--- src/rtl/gpio_cfg_pkg.sv ---
// Constants shared by the serial GPIO configuration transmitter and receiver.
package gpio_cfg_pkg;

    localparam int unsigned CTRL_BITS = 13;

    localparam logic [CTRL_BITS-1:0] DEF_BIDIR = 13'h1803;
    localparam logic [CTRL_BITS-1:0] DEF_INPUT = 13'h0403;

    // Bit positions inside one pad configuration word.
    localparam int unsigned OEB     = 1;
    localparam int unsigned INP_DIS = 3;

    typedef enum logic [1:0] {
        EV_NONE,
        EV_CLEAR,
        EV_LOAD,
        EV_SHIFT
    } ser_event_t;

    function automatic int unsigned cfg_width(input int unsigned num_pads,
                                              input int unsigned ctrl_bits);
        return num_pads * ctrl_bits;
    endfunction

endpackage

--- src/rtl/gpio_serial_cfg_rx_sync.sv ---
// Aligned synchronizer for the loader clock/strobe/data, with edge detects
// taken on the synchronized copies.
module serial_in_sync #(
    parameter int unsigned SYNC_STAGES = 2
) (
    input  logic clk,
    input  logic resetn,
    input  logic serial_clock,
    input  logic serial_resetn,
    input  logic serial_data_in,
    output logic sclk,
    output logic srstn,
    output logic din,
    output logic sclk_rise,
    output logic srstn_fall
);
    localparam int unsigned DEPTH = (SYNC_STAGES == 0) ? 1 : SYNC_STAGES;
    // Packed as {clock, strobe, data}; idle loader has the strobe high.
    localparam logic [2:0] IDLE = 3'b010;

    logic [2:0] stage [DEPTH];
    logic       sclk_prev;
    logic       srstn_prev;

    always_ff @(posedge clk or negedge resetn) begin
        if (!resetn) begin
            for (int unsigned i = 0; i < DEPTH; i++) stage[i] <= IDLE;
            sclk_prev  <= 1'b0;
            srstn_prev <= 1'b1;
        end else begin
            stage[0] <= {serial_clock, serial_resetn, serial_data_in};
            for (int unsigned i = 1; i < DEPTH; i++) stage[i] <= stage[i-1];
            sclk_prev  <= stage[DEPTH-1][2];
            srstn_prev <= stage[DEPTH-1][1];
        end
    end

    assign {sclk, srstn, din} = stage[DEPTH-1];
    assign sclk_rise  = sclk & ~sclk_prev;
    assign srstn_fall = srstn_prev & ~srstn;

endmodule

--- src/rtl/gpio_serial_cfg_rx.sv ---
// Receiving end of the serial GPIO configuration loader: shifts pad words
// into a chain and commits them to the per-pad registers on a load strobe.
module gpio_serial_cfg_rx
    import gpio_cfg_pkg::*;
#(
    parameter int unsigned           NUM_PADS    = 19,
    parameter int unsigned           CTRL_BITS   = gpio_cfg_pkg::CTRL_BITS,
    parameter int unsigned           SYNC_STAGES = 2,
    parameter int unsigned           BIDIR_PADS  = 2,
    parameter logic [CTRL_BITS-1:0]  DEF_BIDIR   = gpio_cfg_pkg::DEF_BIDIR,
    parameter logic [CTRL_BITS-1:0]  DEF_INPUT   = gpio_cfg_pkg::DEF_INPUT
) (
    input  logic                          clk,
    input  logic                          resetn,
    input  logic                          serial_clock,
    input  logic                          serial_resetn,
    input  logic                          serial_data_in,
    output logic [NUM_PADS*CTRL_BITS-1:0] pad_cfg,
    output logic                          serial_data_out,
    output logic                          load_pulse,
    output logic                          frame_err,
    output logic                          busy
);
    localparam int unsigned W  = cfg_width(NUM_PADS, CTRL_BITS);
    localparam int unsigned CW = $clog2(W + 2);
    localparam logic [CW-1:0] CNT_MAX = '1;
    localparam logic [CW-1:0] FULL    = CW'(W);

    function automatic logic [W-1:0] reset_cfg();
        logic [W-1:0] v;
        v = '0;
        for (int unsigned k = 0; k < NUM_PADS; k++)
            v[k*CTRL_BITS +: CTRL_BITS] = (k < BIDIR_PADS) ? DEF_BIDIR : DEF_INPUT;
        return v;
    endfunction

    localparam logic [W-1:0] RESET_CFG = reset_cfg();

    logic          sclk, srstn, din, sclk_rise, srstn_fall;
    logic [W-1:0]  sr;
    logic [CW-1:0] bit_count;
    ser_event_t    ev;

    serial_in_sync #(
        .SYNC_STAGES(SYNC_STAGES)
    ) u_sync (
        .clk            (clk),
        .resetn         (resetn),
        .serial_clock   (serial_clock),
        .serial_resetn  (serial_resetn),
        .serial_data_in (serial_data_in),
        .sclk           (sclk),
        .srstn          (srstn),
        .din            (din),
        .sclk_rise      (sclk_rise),
        .srstn_fall     (srstn_fall)
    );

    // LOAD outranks SHIFT so a strobe fall coinciding with a clock rise never shifts.
    always_comb begin
        ev = EV_NONE;
        if (!srstn && !sclk)
            ev = EV_CLEAR;
        else if (srstn_fall && sclk)
            ev = EV_LOAD;
        else if (sclk_rise && srstn)
            ev = EV_SHIFT;
    end

    always_ff @(posedge clk or negedge resetn) begin
        if (!resetn) begin
            sr         <= '0;
            bit_count  <= '0;
            pad_cfg    <= RESET_CFG;
            load_pulse <= 1'b0;
            frame_err  <= 1'b0;
        end else begin
            load_pulse <= 1'b0;
            case (ev)
                EV_CLEAR: begin
                    sr        <= '0;
                    bit_count <= '0;
                end
                EV_LOAD: begin
                    bit_count <= '0;
                    if (bit_count == FULL) begin
                        pad_cfg    <= sr;
                        load_pulse <= 1'b1;
                        frame_err  <= 1'b0;
                    end else begin
                        frame_err  <= 1'b1;
                    end
                end
                EV_SHIFT: begin
                    sr <= {sr[W-2:0], din};
                    if (bit_count != CNT_MAX) bit_count <= bit_count + 1'b1;
                end
                default: ;
            endcase
        end
    end

    assign serial_data_out = sr[W-1];
    assign busy            = (bit_count != '0);

endmodule

--- config.mk ---
export PLATFORM = sky130hd
export DESIGN_NAME = gpio_serial_cfg_rx
export DESIGN_NICKNAME = d
export VERILOG_FILES = /design/src/rtl/gpio_cfg_pkg.sv /design/src/rtl/gpio_serial_cfg_rx_sync.sv /design/src/rtl/gpio_serial_cfg_rx.sv
export SDC_FILE = /design/constraint.sdc
export NUM_CORES = 1
export LEC_CHECK = 0
export CAP_MARGIN = 20
export CORE_UTILIZATION = 54
export DETAILED_ROUTE_END_ITERATION = 8
export PLACE_DENSITY = 0.9
export SKIP_CTS_REPAIR_TIMING = 1
export SYNTH_ARGS = -nofsm -noshare
export SYNTH_HDL_FRONTEND = slang
export SYNTH_HIERARCHICAL = 1
export SYNTH_SLANG_ARGS = --single-unit
--- constraint.sdc ---
create_clock -name clk -period 5.7 [get_ports clk]
set_input_delay 1.14 -clock clk [delete_from_list [all_inputs] [get_ports clk]]
set_output_delay 1.14 -clock clk [all_outputs]
set_load 0.05 [all_outputs]
==> parameters.txt <==
Parameter                              Value

Floorplanning
  Count of standard-cell rows ... a little under 70
  Die width ... roughly 190 um
  Ports ... roughly 260
  DIE HEIGHT ... 194 um
  Effective utilization at floorplan ... 55.43%
  Floorplan Core Area ... about 36000 um2
  Die footprint ... about 38000 um2

Run status
  Status ... complete, no violations

Drt
  Antenna-violating nets left ... 0
  DRC ... 0
  Wire length per cell after detailed routing ... 15.41 um
  Via Count ... 15349
  Routed WL ... around 44000 um
  Number of DRC markers in iteration 0 ... roughly 1400
  First-pass iteration count of the detailed router ... 7
  Vias per inst ... 5.320

Pwr
  VDD IR max ... 0.0002333 V
  Leakage ... 0.01147 uW
  Power density relative to cell area ... between 200 and 300 nW/um2

Timing
  Minimum clock period after layout ... ~3400 ps
  Setup repair after global routing missed its margin ... false
  Setup slack of the critical path after layout ... approximately 2300 ps
  Max Fclk ... between 200 and 300 MHz
  Final setup violation count ... 0
  Final Hold Fails ... 0
  Relative max-transition margin ... between 20% and 30%
  Tcrit/Tclk final ... roughly three fifths
  Worst clock skew ... roughly 14 ps
  Slew at the pin closest to its max-slew limit ... between 1000 and 1500 ps
  Final Max Tran Viols ... 0
  Sum of negative setup slack ... 0 ps

GRT
  Remaining Overflow, GRT ... 0
  Global-route wire length before repair ... ~75000 um
  Global routing usage summed across all routing layers ... between 20% and 30%
  Number of antenna violations at the first check in global routing ... 0
  Via count of the first global-routing pass ... roughly 15000
  Pin count of the biggest net entering global routing ... between 200 and 300

Logic synthesis
  Asr flop ratio synth ... 100.0%
  Cell area after technology mapping ... approximately 20000 um2
  Post-synthesis instance total ... 2201
  Sequential-to-total area share from yosys stat ... between 60% and 70%
  Count of warnings emitted by yosys ... 6
  Post-synth top flop ... dfrtp_1
  Synth Net Count ... 2211
  Number of library cell types mapped by synthesis ... 34
  Number of enable flip-flop cells after synthesis ... 0
  Yosys reg bits ... 512
  Post-Syn Area per Cell ... between 9 and 10 um2

Worst setup path
  Worst r2r src ... u_sync/srstn
  Worst path arrival time ... approximately 2200 ps
  Worst-path fanout max ... 11
  Crit Path Category ... reg -> out
  Worst setup startpoint ... bit_count[3]
  Kind of start point of the critical path ... flop
  Required @ worst endpoint ... roughly 4600 ps
  Setup crit end kind ... output port

Hold path
  Worst Min Path Start ... u_sync/stage[3]
  HP Class ... reg -> reg

Place
  Count of buffers from port buffering ... around 260
  Worst slack after detailed placement ... about 2600 ps
  Detail Placement HPWL ... roughly 27000 um
  Last weighted congestion value of the routability-driven placer ... between 0.7 and 0.8

Final layout
  Fill cell instance count of the final layout ... between 2000 and 3000
  Share of layout cells above drive strength 1 ... around 6.6%
  Final net count ... about 2400
  Antenna cell count ... 0
  Area growth, synth to finish ... 21.73%

Clocking
  Clock insertion delay at the later pin of the skew report ... 580 ps
  TritonCTS buffer count ... 50
  Clock H-tree levels ... 2
  Clock sink total ... ~510
  CTS tree ... yes
  Number of buffers between clock root and the deepest sink ... 3
  CTS Root Buffer Type ... clkbuf_16
  Clock slew at the register clock pins of the worst setup and hold paths ... ~60 ps

Flow run
  Max Cap Viol ... 0
## synthesized netlist by cell type, drive strengths merged, types with 2 or more instances
cell type / number / area [um2]
nand4: 2 / 18.77
dfrtp: 450 / 11260
ha: 5 / 62.56
dfstp: 62 / 1629
o31ai: 2 / 15.01
nand2b: 3 / 18.77
nor2: 4 / 15.01
and3: 3 / 18.77
clkbuf: 57 / 214.0
nand2: 1243 / 4666
buf: 83 / 496.7
o21ai: 258 / 1291
nand3: 7 / 35.03
inv: 5 / 18.77
nor2b: 2 / 27.53
## worst paths after layout
kind | endpoint | slack, ps | cells after the start
setup / recovery | busy | 2340 | 3
hold / removal | u_sync/din | 340 | 0
hold reg to reg | u_sync/din | 340 | 0
setup reg to reg | bit_count[3] | 2540 | 9
max in group asynchronous | pad_cfg[165] | 3760 | 2
min in group asynchronous | pad_cfg[120] | 620 | 1
## where the power goes
part	internal (uW)	leakage (uW)	switching, uW	total (uW)
clock network	1940	0.000800	1370	3310
logic	24.8	0.00376	180	205
registers	3640	0.00691	4.25	3650
total	5610	0.0115	1560	7160
## metal layers
metal / vias up / share of wire, % / GRT usage (%)
met2: 500 / 50 / 40.02
li1: 7230 / - / -
met1: 7520 / 41 / 31.82
met3: 99 / 5.8 / 3.792
met4: 0 / 3.2 / 10.08
met5: - / 0 / 0
## per-stage QoR
stage | std cells | util, % | total power (uW) | hold WS [ps] | cell area [um2]
6_report | 2885 | 67.47 | 7163 | 344.8 | 24230
5_1_grt | 2885 | 67.47 | 7382 | 350.8 | 24230
4_1_cts | 2883 | 67.32 | 7214 | 348.3 | 24180
3_5_place_dp | 2791 | 62.74 | 3917 | 335.5 | 22530
3_3_place_gp | 2791 | 62.74 | 3910 | 334.6 | 22530
2_1_floorplan | 2201 | - | 3823 | 331.2 | 19910
## area by class of cell
cell class	instances	area (um2)	area share, %
clock buffer	75	1449	5.979
inverter	5	18.77	0.07745
timing repair buffer	271	2780	11.47
clock inverter	17	196.4	0.8107
sequential	512	12890	53.19
tap	461	576.8	2.380
multi-input combinational	1544	6321	26.09
## logic make-up after synthesis
logic type / after synthesis / synth area share (%)
and+or+nand+nor: 1273 / 24.49
DFF: 512 / 64.75
AOI/OAI and AO/OA: 266 / 6.776
buffers and inverters: 145 / 3.664
adders and majority gates: 5 / 0.3143
## flip-flops by register name (all words and copies together) (netlist names)
| register | flops |
|---|---|
| bit_count | 8 |
| u_sync/stage | 3 |
| u_sync/srstn_prev | 1 |
| u_sync/sclk_prev | 1 |
| u_sync/sclk | 1 |
| u_sync/din | 1 |
| load_pulse | 1 |
| frame_err | 1 |
| u_sync/srstn | 1 |
| sr | 247 |
| pad_cfg | 247 |
## cell usage in the layout (no fill, tap or decap), drive strengths merged, types with 2 or more instances in the layout
master,synthesis,routed
nand4,2,2
clkdlybuf4s50,0,254
dfrtp,450,450
clkinvlp,0,3
bufinv,0,4
and3,3,3
buf,83,17
inv,5,6
clkbuf,57,75
dfstp,62,62
nand3,7,7
nor2b,2,2
nand2b,3,3
clkinv,0,9
ha,5,5
nor2,4,4
nand2,1243,1243
o21ai,258,258
o31ai,2,2
## critical path: stages, from the launching register on
cell and delay, ps:
dfrtp_1 480, nor4_1 290, nand3_1 120, clkdlybuf4s50_1 750
(Power assumes the default switching activity.)
